--- config.mk ---
export PLATFORM = sky130hd
export DESIGN_NAME = imem_boot_loader
export DESIGN_NICKNAME = d
export VERILOG_FILES = /design/src/rtl/imem_boot_loader.sv
export SDC_FILE = /design/constraint.sdc
export NUM_CORES = 1
export LEC_CHECK = 0
export CORE_ASPECT_RATIO = 1.2
export CORE_MARGIN = 2
export CORE_UTILIZATION = 51
export DETAILED_ROUTE_END_ITERATION = 8
export PLACE_DENSITY = 0.86
export SYNTH_ARGS = -nofsm -noshare
export SYNTH_HDL_FRONTEND = slang
export SYNTH_SLANG_ARGS = --single-unit
export TNS_END_PERCENT = 1
--- constraint.sdc ---
create_clock -name i_clk -period 2.4 [get_ports i_clk]
set_clock_uncertainty 0.05 [all_clocks]
set_input_delay 0.6 -clock i_clk [delete_from_list [all_inputs] [get_ports i_clk]]
set_output_delay 0.6 -clock i_clk [all_outputs]
set_load 0.02 [all_outputs]
--- src/rtl/imem_boot_loader.sv ---
// imem_boot_loader
//   Boot-time IMEM loader. A byte stream from the UART receiver carries a
//   little-endian 16-bit word count followed by that many little-endian 32-bit
//   words. Each word is written into IMEM in order from address 0. The CPU fetch
//   stage is stalled while a load is in progress. Outside a load, the IMEM
//   address follows the CPU program counter.
//   Build macro IMEM_BOOT_CSUM_EN: a trailing XOR checksum byte follows the last
//   word (or follows the length when the count is zero). A load completes only
//   when that byte equals the XOR of every byte received before it.
module imem_boot_loader #(
  parameter int SIZE   = 2048,
  parameter int ADDR_W = $clog2(SIZE)
) (
  input  logic              i_clk,
  input  logic              i_rst,
  input  logic              i_boot_req,
  input  logic              i_rx_valid,
  input  logic [7:0]        i_rx_data,
  output logic              o_rx_ready,
  input  logic [31:0]       i_pc,
  output logic              o_cpu_stall,
  output logic [ADDR_W-1:0] o_mem_addr,
  output logic              o_mem_we,
  output logic [31:0]       o_mem_wdata,
  output logic              o_load_done,
  output logic              o_load_err,
  output logic [ADDR_W:0]   o_words_loaded
);

  localparam logic [15:0] MaxWords = 16'(SIZE);

  typedef enum logic [2:0] {
    StIdle,
    StLen0,
    StLen1,
    StData,
    StDone,
    StErr
`ifdef IMEM_BOOT_CSUM_EN
    , StCsum
`endif
  } state_e;

  // With the checksum enabled, every successful path passes through the checksum byte first.
`ifdef IMEM_BOOT_CSUM_EN
  localparam state_e StAfterData = StCsum;
`else
  localparam state_e StAfterData = StDone;
`endif

  state_e            state_q, state_d;
  logic [7:0]        lenLo_q, lenLo_d;
  logic [15:0]       wordsTarget_q, wordsTarget_d;
  logic [1:0]        byteIdx_q, byteIdx_d;
  logic [23:0]       packBuf_q, packBuf_d;
  logic [31:0]       wdata_q, wdata_d;
  logic              we_q, we_d;
  logic [ADDR_W-1:0] wrAddr_q, wrAddr_d;
  logic [ADDR_W:0]   wordsLoaded_q, wordsLoaded_d;
  logic              err_q, err_d;
`ifdef IMEM_BOOT_CSUM_EN
  logic [7:0]        csum_q, csum_d;
`endif

  logic        rxReady;
  logic        rxFire;
  logic [15:0] lenWord;
  logic [15:0] nextCount;
  logic        unusedPcBits;

  // The receiver is offered a byte only in states that actually consume one.
  always_comb begin
    rxReady = 1'b0;
    case (state_q)
      StLen0, StLen1, StData: rxReady = 1'b1;
`ifdef IMEM_BOOT_CSUM_EN
      StCsum:                 rxReady = 1'b1;
`endif
      default:                rxReady = 1'b0;
    endcase
  end

  assign rxFire    = i_rx_valid & rxReady;
  assign lenWord   = {i_rx_data, lenLo_q};
  assign nextCount = 16'(wordsLoaded_q) + 16'd1;

  // Next-state logic: byte framing, word packing, write strobe and error tracking.
  always_comb begin
    state_d       = state_q;
    lenLo_d       = lenLo_q;
    wordsTarget_d = wordsTarget_q;
    byteIdx_d     = byteIdx_q;
    packBuf_d     = packBuf_q;
    wdata_d       = wdata_q;
    we_d          = 1'b0;
    wrAddr_d      = wrAddr_q;
    wordsLoaded_d = wordsLoaded_q;
    err_d         = err_q;
`ifdef IMEM_BOOT_CSUM_EN
    csum_d        = csum_q;
    if (rxFire && (state_q != StCsum)) begin
      csum_d = csum_q ^ i_rx_data;
    end
`endif

    case (state_q)
      StIdle, StErr: begin
        if (i_boot_req) begin
          state_d       = StLen0;
          err_d         = 1'b0;
          wordsLoaded_d = '0;
          byteIdx_d     = '0;
`ifdef IMEM_BOOT_CSUM_EN
          csum_d        = '0;
`endif
        end
      end
      StLen0: begin
        if (rxFire) begin
          lenLo_d = i_rx_data;
          state_d = StLen1;
        end
      end
      StLen1: begin
        if (rxFire) begin
          wordsTarget_d = lenWord;
          if (lenWord == 16'd0) begin
            state_d = StAfterData;
          end else if (lenWord > MaxWords) begin
            state_d = StErr;
            err_d   = 1'b1;
          end else begin
            state_d = StData;
          end
        end
      end
      StData: begin
        if (rxFire) begin
          byteIdx_d = byteIdx_q + 2'd1;
          case (byteIdx_q)
            2'd0: packBuf_d[7:0]   = i_rx_data;
            2'd1: packBuf_d[15:8]  = i_rx_data;
            2'd2: packBuf_d[23:16] = i_rx_data;
            default: begin
              wdata_d       = {i_rx_data, packBuf_q};
              we_d          = 1'b1;
              wrAddr_d      = wordsLoaded_q[ADDR_W-1:0];
              wordsLoaded_d = wordsLoaded_q + 1'b1;
              if (nextCount == wordsTarget_q) begin
                state_d = StAfterData;
              end
            end
          endcase
        end
      end
`ifdef IMEM_BOOT_CSUM_EN
      StCsum: begin
        if (rxFire) begin
          if (i_rx_data == csum_q) begin
            state_d = StDone;
          end else begin
            state_d = StErr;
            err_d   = 1'b1;
          end
        end
      end
`endif
      StDone: begin
        state_d = StIdle;
      end
      default: begin
        state_d = StIdle;
      end
    endcase
  end

  // State register; reset abandons any load in progress without issuing further writes.
  always_ff @(posedge i_clk) begin
    if (i_rst) begin
      state_q       <= StIdle;
      lenLo_q       <= '0;
      wordsTarget_q <= '0;
      byteIdx_q     <= '0;
      packBuf_q     <= '0;
      wdata_q       <= '0;
      we_q          <= 1'b0;
      wrAddr_q      <= '0;
      wordsLoaded_q <= '0;
      err_q         <= 1'b0;
`ifdef IMEM_BOOT_CSUM_EN
      csum_q        <= '0;
`endif
    end else begin
      state_q       <= state_d;
      lenLo_q       <= lenLo_d;
      wordsTarget_q <= wordsTarget_d;
      byteIdx_q     <= byteIdx_d;
      packBuf_q     <= packBuf_d;
      wdata_q       <= wdata_d;
      we_q          <= we_d;
      wrAddr_q      <= wrAddr_d;
      wordsLoaded_q <= wordsLoaded_d;
      err_q         <= err_d;
`ifdef IMEM_BOOT_CSUM_EN
      csum_q        <= csum_d;
`endif
    end
  end

  assign o_rx_ready     = rxReady;
  assign o_cpu_stall    = (state_q != StIdle) && (state_q != StErr);
  assign o_mem_we       = we_q;
  assign o_mem_wdata    = wdata_q;
  assign o_load_done    = (state_q == StDone);
  assign o_load_err     = err_q;
  assign o_words_loaded = wordsLoaded_q;

  // The loader owns the IMEM address while stalled; otherwise the PC word address drives it.
  always_comb begin
    if (o_cpu_stall) begin
      o_mem_addr = we_q ? wrAddr_q : wordsLoaded_q[ADDR_W-1:0];
    end else begin
      o_mem_addr = i_pc[ADDR_W+1:2];
    end
  end

  assign unusedPcBits = ^{i_pc[31:ADDR_W+2], i_pc[1:0]};

endmodule
## Word level (Yosys, flattened, before mapping)

Cells that the tools add are included.

| storage, ports and cells | value |
|---|---|
| bits in registers | 110 |
| input bits | 44 |
| output and inout bits | 60 |

| operators by class | value |
|---|---|
| $add $sub $neg | 3 |
| order comparisons | 1 |
| equal/unequal tests | 17 |
| muxes and demuxes | 25 |
| bitwise gates (word level) | 4 |
| reduce and logical (&&, ||, !) cells | 21 |

Operators with widths:

| kind | count |
|---|---|
| $mux W12 | 3 |
| $mux W3 | 8 |
| $pmux W12 S2 | 1 |
| $mux W11 | 2 |
| $eq A13 B16 Y1 | 1 |
| $gt A16 B12 Y1 const B | 1 |
| $logic_not A16 Y1 | 1 |
| $ne A2 B2 Y1 const B | 8 |
| $reduce_and A3 Y1 | 5 |
| $add A12 B1 Y13 const B | 1 |
| $add A12 B1 Y12 const B | 1 |
| $pmux W3 S4 | 1 |
| $reduce_or A3 Y1 | 3 |
| $eq A3 B2 Y1 const B | 2 |
| $eq A3 B3 Y1 const B | 2 |
| $mux W1 | 6 |
| $reduce_and A6 Y1 | 1 |
| $reduce_and A5 Y1 | 1 |
| $mux W2 | 2 |
| $pmux W2 S2 | 1 |
| $reduce_and A2 Y1 | 2 |
| $reduce_and A4 Y1 | 1 |
| $reduce_bool A2 Y1 | 2 |
| $eq A3 B1 Y1 const B | 1 |
| 12 further kinds | 14 |

## Logic depth before layout (Yosys ltp)

Gate-level depths: netlist of the first run.

| depth | value |
|---|---|
| word-level depth | 6 |
| mapped depth | 8 |
| mapped depth without buffers | 7 |

## Worst setup path after synthesis of the first run

Ideal clock, no wire load.

| path | value |
|---|---|
| path type | register -> register |
| start | register wordsLoaded_q[0] (netlist: o_words_loaded[0]) |
| end | register state_q[0] |
| library setup time | 0.131 ns |
| data arrival time | 2.222 ns |
| slack | -0.003 ns |
| cell stages (with the launch flop) | 9 |
| buffers on the path | 1 |
| clock period less this slack | 2.403 ns |
| cells stage by stage | dfxtp_1 > ha_1 > buf_2 > nand3_1 > nor2_1 > a311oi_1 > o32a_1 > o41ai_2 > a21oi_1 |

| on the way | value |
|---|---|
| cells in the longest elaborated chain, start to end | 4 |

RTL lines:

| element | RTL line | text |
|---|---|---|
| from (decl) | 59 | `logic [ADDR_W:0] wordsLoaded_q, wordsLoaded_d;` |
| from (signal assigned) | 202 | `wordsLoaded_q <= wordsLoaded_d;` |
| $add A12 B1 Y13 | 85 | `assign nextCount = 16'(wordsLoaded_q) + 16'd1;` |
| $eq A13 B16 Y1 | 149 | `if (nextCount == wordsTarget_q) begin` |
| $ne A2 B2 Y1 (no line) | - |  |
| $reduce_and A6 Y1 (no line) | - |  |
| to (signal assigned) | 180 | `state_q <= StIdle;` |
| to (signal assigned) | 194 | `state_q <= state_d;` |
| to (decl) | 51 | `state_e state_q, state_d;` |

No other way between the ends.
A chain may end at the register's enable or synchronous reset.

## Worst setup path after layout of the first run

| path | value |
|---|---|
| start | register state_q[2] |
| end | output o_mem_addr[0] |

| on the way | value |
|---|---|
| cells in the longest elaborated chain, start to end | 3 |

RTL lines:

| element | RTL line | text |
|---|---|---|
| $ne A3 B3 Y1 or $reduce_bool A3 Y1 (tied branches) | 211 | `assign o_cpu_stall = (state_q != StIdle) && (state_q != StErr);` |
| $logic_and A1 B1 Y1 * | 211 |  |
| $mux W11 * | 220 | `if (o_cpu_stall) begin` |
| to (decl) | 22 | `output logic [ADDR_W-1:0] o_mem_addr,` |

Mark *: on every way between the ends. The rest lies on a longest branch, timed or not.

==> out/qor.txt, run 1 <==
Result of the run -> finished clean
TritonCTS buffer count -> 9
Dominant synthesized flop cell -> dfxtp_1
Warnings from Yosys -> 0
Crit path arrival time -> 1.68 ns
Worst flop-to-flop path endpoint -> state_q[0]$_SDFFE_PP0P_
Detailed-router iteration count before antenna repair -> 5
Final estimated routing congestion in global placement -> 0.9185
Classification of the worst setup path -> reg2out
R2R Path Start -> o_words_loaded[3]$_SDFFE_PP0P_
Ant. Diodes -> 0
Total via count in the routed design -> 4837
Post-synthesis cell type count -> 52
Maximum buffer depth of the clock tree -> 2
Synthesized area divided by synthesized cell count -> 7.604 µm²
Max Clock Freq -> 428.5 MHz
Floorplan die area -> 10450 µm²
Post-synth top area share -> 0.4476
Final critical delay including setup and external delays -> 2.334 ns
Setup repair after global routing missed its margin -> yes
Buffers on Ports -> 82
Master cell of the clock root buffer -> clkbuf_16
Most common cell in the synthesized netlist -> nand2_1
Starting utilization of the core area -> 0.5197
Net count, final -> 774
Maximum ir drop on the vdd rail -> 0.4002 mV
Final hold violation count -> 0
Height of the die -> 111.6 µm
Critical Path RT -> 1.75 ns
Area contributors post-synth -> dfxtp_1, nand2_1, a21oi_1
Netlist area before placement -> 4920 µm²
Hold path endpoint -> wrAddr_q[10]$_SDFFE_PP0P_
Reported max-cap violation count -> 0
Clk slew on worst S/H paths -> 0.07 ns
Max-slew violation count -> 0
Type of the tightest min-delay check -> reg2reg
Worst Reg-to-Reg Cells -> 6
Utilization after layout -> 0.6585
CTS H-Tree Depth -> 3
Fraction of final layout cells sized beyond drive strength 1 -> 0.09863
Worst slew pin tran -> 0.5376 ns
Number of antenna violations at the first check in global routing -> 0
Maximum number of pins on one net before global-route repair -> 85
HPWL after DPL -> 9.097 mm
Die W -> 93.66 µm
Count of pins on the block boundary -> 104
Count of final setup violators -> 0
Sequential-to-total area share from yosys stat -> 0.4476
Area grow syn2layout -> 26.70%
Total setup buffers inserted after CTS -> 0
Synth cell count leaders -> nand2_1, dfxtp_1, a21oi_1, clkbuf_1, nand3_1
Share of the clock period used by the worst path after layout -> 0.9725
Antenna-violating nets left -> 0
Count of state elements after synthesis -> 110
Reg-to-reg slack, setup -> 0.08 ns
Number of synthesized flops with an enable pin -> 0
Number of core rows -> 39
Skew-Pair Late Insertion Delay -> 0.34 ns
Worst slew margin relative to its limit -> 0.6408
Highest fanout seen on the critical path -> 23
Static Leakage -> 0.002171 µW
Clock Sink Count -> 110
Sum of internal, switching and leakage power -> 4032 µW
Total Routing Usage GR -> 0.2535
Type of origin of the critical path -> register
WHS Path Cells -> 2
Initial DRC count -> 404
Core area -> 9467 µm²
Fraction of synthesis flops using an asynchronous set or reset pin -> 0
Launch point of the worst hold path -> wrAddr_q[10]$_SDFFE_PP0P_
Average via count per standard cell -> 5.671
Final routed wirelength across all metal layers -> 13.20 mm
Cell type contributing the most total cell area after synthesis -> dfxtp_1
Remaining Overflow, GRT -> 0
Vias in the first global route -> 4639
Nets in the synthesized netlist -> 696
Wire length of the first global-routing pass -> 21.37 mm
Number of DRC violations after detailed routing -> 0
CTS tree -> yes
Per-cell routed wire length -> 15.47 µm
Critical Path End Type -> output pin
Post-synthesis instance total -> 647
PD cells -> 646.8 nW/µm²
-- power by group --
group	internal (µW)	switching [µW]
logic	272	433
registers	1860	22.3
clock network	772	675
-- final cells by class --
cell class	instances	area, µm²
clock buffers	11	252.7
inverters	6	22.52
multi-input cells	478	2474
repair buffers	120	1086
well taps	123	153.9
fillers	792	3233
flip-flops and latches	110	2203
clock inverters	5	41.29
-- how the worst max path moves through the flow --
stage | start | endpoint | cells past startpoint
2_1_floorplan | o_words_loaded[1]$_SDFFE_PP0P_ | state_q[0]$_SDFFE_PP0P_ | 8
3_3_place_gp | i_rx_data[4] | state_q[1]$_SDFFE_PP0P_ | 6
3_5_place_dp | i_rx_data[4] | state_q[0]$_SDFFE_PP0P_ | 6
4_1_cts | state_q[2]$_SDFFE_PP0P_ | o_mem_addr[2] | 5
5_1_grt | state_q[0]$_SDFFE_PP0P_ | o_mem_addr[3] | 5
6_report | state_q[2]$_SDFFE_PP0P_ | o_mem_addr[0] | 5
-- layout by cell type, fill, tap and decap left out, drive strengths merged, types with 19 or more instances in the layout --
cell           netlist  routed
a21oi              106     106
nor2                24      24
clkdlybuf4s50        0      68
nand3               30      30
nand2              185     185
dfxtp              110     110
buf                 16      39
o21ai               23      23
clkbuf              37      19
-- worst max-delay path, cell delays in order (launching register included) --
cell and delay [ns]:
dfxtp_1 0.35, xor2_1 0.22, nor2_1 0.10, buf_12 0.16, o21ai_0 0.15, dlygate4sd2_1 0.35
-- what timing repair did --
item | CTS | global route
resized for setup | 12 | 30
hold endpoints to repair | 0 | 0
pin swaps | 0 | 0
setup endpoints to repair | 12 | 13
hold buffers | 0 | 0
gates cloned | 0 | 0
-- metal layers --
metal | global-route usage | vias to the layer above | wire, µm | share of wire
li1 | - | 2349 | - | -
met3 | 0.03654 | 47 | 904 | 0.069
met2 | 0.4532 | 226 | 6757 | 0.51
met5 | 0 | - | 0 | 0
met4 | 0.1343 | 0 | 495 | 0.038
met1 | 0.2876 | 2215 | 5037 | 0.38
-- through the flow --
step	worst slack [ns]	instances	hold slack, ns	TNS [ns]	area (µm²)
after CTS	0.008347	853	0.4066	0	6254
after detailed placement	-0.1598	837	0.3961	-2.500	5974
after floorplan	0.04686	647	0.3813	0	4921
after global placement	-0.1658	837	0.3901	-1.523	5974
final	0.06605	853	0.4047	0	6233
after global routing	-0.05993	853	0.4228	-0.08783	6233
-- sequential cells by signal, summed over array words and instances, names as in the netlist --
register        cells
byteIdx_q           2
lenLo_q             8
o_load_err          1
o_mem_wdata        32
o_mem_we            1
o_words_loaded     12
packBuf_q          24
state_q             3
wordsTarget_q      16
wrAddr_q           11
-- cell families (layout without fill, tap and decap cells) --
family,count (synthesis),after routing,synth area share
and+or+nand+nor,288,288,0.2569
muxes,12,12,0.02442
buffers and inverters,59,142,0.05112
adders and majority gates,5,5,0.01272
DFF,110,110,0.4476
xor gates and xnor gates,18,18,0.03204
AOI/OAI and AO/OA,155,155,0.1752
Power figures use the tool's default switching activity.
==> run 2, diff against run 1 <==
--- a/config.mk
+++ b/config.mk
@@ -7,9 +7,11 @@
 export LEC_CHECK = 0
 export CORE_ASPECT_RATIO = 1.2
 export CORE_MARGIN = 2
-export CORE_UTILIZATION = 51
+export CORE_UTILIZATION = 53
+export CTS_BUF_LIST = sky130_fd_sc_hd__clkbuf_8
 export DETAILED_ROUTE_END_ITERATION = 8
-export PLACE_DENSITY = 0.86
+export PLACE_DENSITY = 0.89
+export RECOVER_POWER = 25
 export SYNTH_ARGS = -nofsm -noshare
 export SYNTH_HDL_FRONTEND = slang
 export SYNTH_SLANG_ARGS = --single-unit
==> out/qor.txt, run 2 (synthesized netlist as in run 1, its figures left out) <==
Floorplan die area -> 10070 µm² (-3.6%)
Detailed-router iteration count before antenna repair -> 5 (unchanged)
Clk slew on worst S/H paths -> 0.10 ns (+0.03 ns)
Type of the tightest min-delay check -> reg2reg
Worst Reg-to-Reg Cells -> 7 (+1)
Result of the run -> finished clean
Area grow syn2layout -> 24.92%
Starting utilization of the core area -> 0.5446 (+0.02490)
Reported max-cap violation count -> 0 (unchanged)
Die W -> 91.95 µm (-1.8%)
Number of DRC violations after detailed routing -> 0 (unchanged)
Hold-fix buffers, CTS -> 0 (unchanged)
Setup repair after global routing missed its margin -> yes
Slowest cell delay on critical path -> 0.37 ns (+0.02 ns)
Maximum ir drop on the vdd rail -> 0.4696 mV (+17%)
Non-Filler Cell Area, Final -> 6146 µm² (-1.4%)
Most frequent standard cell in the layout excluding fill and tap cells -> nand2_1
Slowest cell on the critical path -> dfxtp_1
Highest fanout seen on the critical path -> 23 (unchanged)
Height of the die -> 109.5 µm (-1.8%)
Placed cell area -> 6003 µm² (+0.48%)
Count of final setup violators -> 0 (unchanged)
CTS tree -> yes
Average via count per standard cell -> 5.687 (+0.29%)
Clock Sink Count -> 110 (unchanged)
Final hold violation count -> 0 (unchanged)
WHS Path Cells -> 2 (unchanged)
Skew-Pair Late Insertion Delay -> 0.37 ns (+0.03 ns)
Maximum buffer depth of the clock tree -> 2 (unchanged)
CTS H-Tree Depth -> 3 (unchanged)
Antenna-violating nets left -> 0 (unchanged)
Number of antenna violations at the first check in global routing -> 0 (unchanged)
Total via count in the routed design -> 4851 (+0.29%)
Critical Path End Type -> output pin
Master cell of the clock root buffer -> clkbuf_8
Fraction of final layout cells sized beyond drive strength 1 -> 0.1010 (+0.002325)
HPWL after DPL -> 9.319 mm (+2.4%)
Levels on crit path -> 5 (unchanged)
Type of origin of the critical path -> register
TritonCTS buffer count -> 9 (unchanged)
Number of flip-flops under the largest register name -> 32 (unchanged)
Internal power -> 2608 µW (-10%)
Crit path arrival time -> 1.70 ns (+0.02 ns)
Max-slew violation count -> 0 (unchanged)
Remaining Overflow, GRT -> 0 (unchanged)
Final critical delay including setup and external delays -> 2.349 ns (+0.01552 ns)
Part of the total power dissipated in combinational logic -> 0.187 (+0.012)
Sequential Power Share -> 0.511 (+0.045)
Ant. Diodes -> 0 (unchanged)
Net Sw Power -> 1068 µW (-5.5%)
Highest-count cells in the layout ignoring fill and taps -> nand2_1, dfxtp_1, a21oi_1
Worst slew pin tran -> 0.7052 ns (+0.1675 ns)
Buffers and inverters on the worst path -> 2 (unchanged)
Worst slew margin relative to its limit -> 0.5296 (-0.1112)
PD cells -> 598.1 nW/µm² (-7.5%)
Cell family with most CP delay -> buffers and inverters
Number of core rows -> 38 (-2.6%)
Number of inserted filler cells in the final layout -> 756 (-4.5%)
Buffers on Ports -> 82 (unchanged)
Wire length of the first global-routing pass -> 21.53 mm (+0.74%)
Vias in the first global route -> 4754 (+2.5%)
Switching share of power -> 0.2906 (+0.01017)
Per-cell routed wire length -> 15.36 µm (-0.71%)
Core area -> 9034 µm² (-4.6%)
Maximum number of pins on one net before global-route repair -> 81 (-4.7%)
Total setup buffers inserted after CTS -> 0 (unchanged)
Static Leakage -> 0.002146 µW (-1.2%)
Final estimated routing congestion in global placement -> 0.9190 (about the same)
Clock share of power -> 0.301 (-0.058)
Initial DRC count -> 260 (-36%)
Total Routing Usage GR -> 0.2663 (+0.01278)
Classification of the worst setup path -> reg2out
Sum of internal, switching and leakage power -> 3676 µW (-8.8%)
Critical Path RT -> 1.75 ns (about the same)
Max Clock Freq -> 425.6 MHz (-0.66%)
Share of the clock period used by the worst path after layout -> 0.9789 (+0.006465)
Final routed wirelength across all metal layers -> 13.10 mm (-0.71%)
Net count, final -> 777 (+0.39%)
Count of pins on the block boundary -> 104 (unchanged)
Critical path, cell by cell -> xor2_1 -> nor2_1 -> buf_12 -> o21ai_0 -> clkdlybuf4s15_1
run 2: power groups by stage:
stage / sequential, µW / clock (µW) / combinational (µW)
final: 1880 / 1110 / 689
after global routing: 1880 / 1190 / 753
after CTS: 1880 / 1120 / 709
after detailed placement: 1920 / 0 / 743
after global placement: 1920 / 0 / 725
after floorplan: 1920 / 0 / 406
run 2: worst min-delay path, delay by kind of cell, from the launching register on:
family	cells	cell delay, ns
AOI/OAI and AO/OA	1	0.05
and+or+nand+nor	1	0.05
DFF	1	0.32
run 2: worst paths after layout:
kind / from / to / slack, ns
max: state_q[0]$_SDFFE_PP0P_ / o_mem_addr[0] / 0.05
min: packBuf_q[4]$_SDFFE_PP0P_ / o_mem_wdata[4]$_SDFFE_PP0P_ / 0.41
max reg2reg: o_words_loaded[0]$_SDFFE_PP0P_ / state_q[0]$_SDFFE_PP0P_ / 0.11
min reg2reg: packBuf_q[4]$_SDFFE_PP0P_ / o_mem_wdata[4]$_SDFFE_PP0P_ / 0.41
run 2: cell type report:
class                           count  area (µm²)  area share
Clock inverter                      7       65.06     0.01059
Clock buffer                        9       123.9     0.02015
Multi-Input combinational cell    478        2472      0.4023
Tap cell                          120       150.1     0.02443
Inverter                            6       22.52    0.003664
Sequential cell                   110        2207      0.3591
Timing Repair Buffer              123        1105      0.1798
run 2: metal layers:
metal	track usage	wire [µm]
met5	0	0
met4	0.1087	261
met2	0.4890	6783
met3	0.04112	776
met1	0.3111	5280
run 2: metrics by stage:
step | hold slack (ns) | TNS, ns | worst slack, ns | util | instances
2_1_floorplan | 0.3813 | 0 | 0.04686 | - | 647
3_3_place_gp | 0.3920 | -0.6741 | -0.1272 | 0.6645 | 837
3_5_place_dp | 0.3971 | -0.8648 | -0.1277 | 0.6645 | 837
4_1_cts | 0.4112 | 0 | 0.001300 | 0.6842 | 853
5_1_grt | 0.4270 | -0.05697 | -0.04601 | 0.6803 | 853
6_report | 0.4108 | 0 | 0.05054 | 0.6803 | 853
run 2: what timing repair did:
action                                  in CTS  in global routing
gates resized for setup                     15                 33
endpoints found under the setup margin      12                 16
hold endpoints to repair                     0                  0
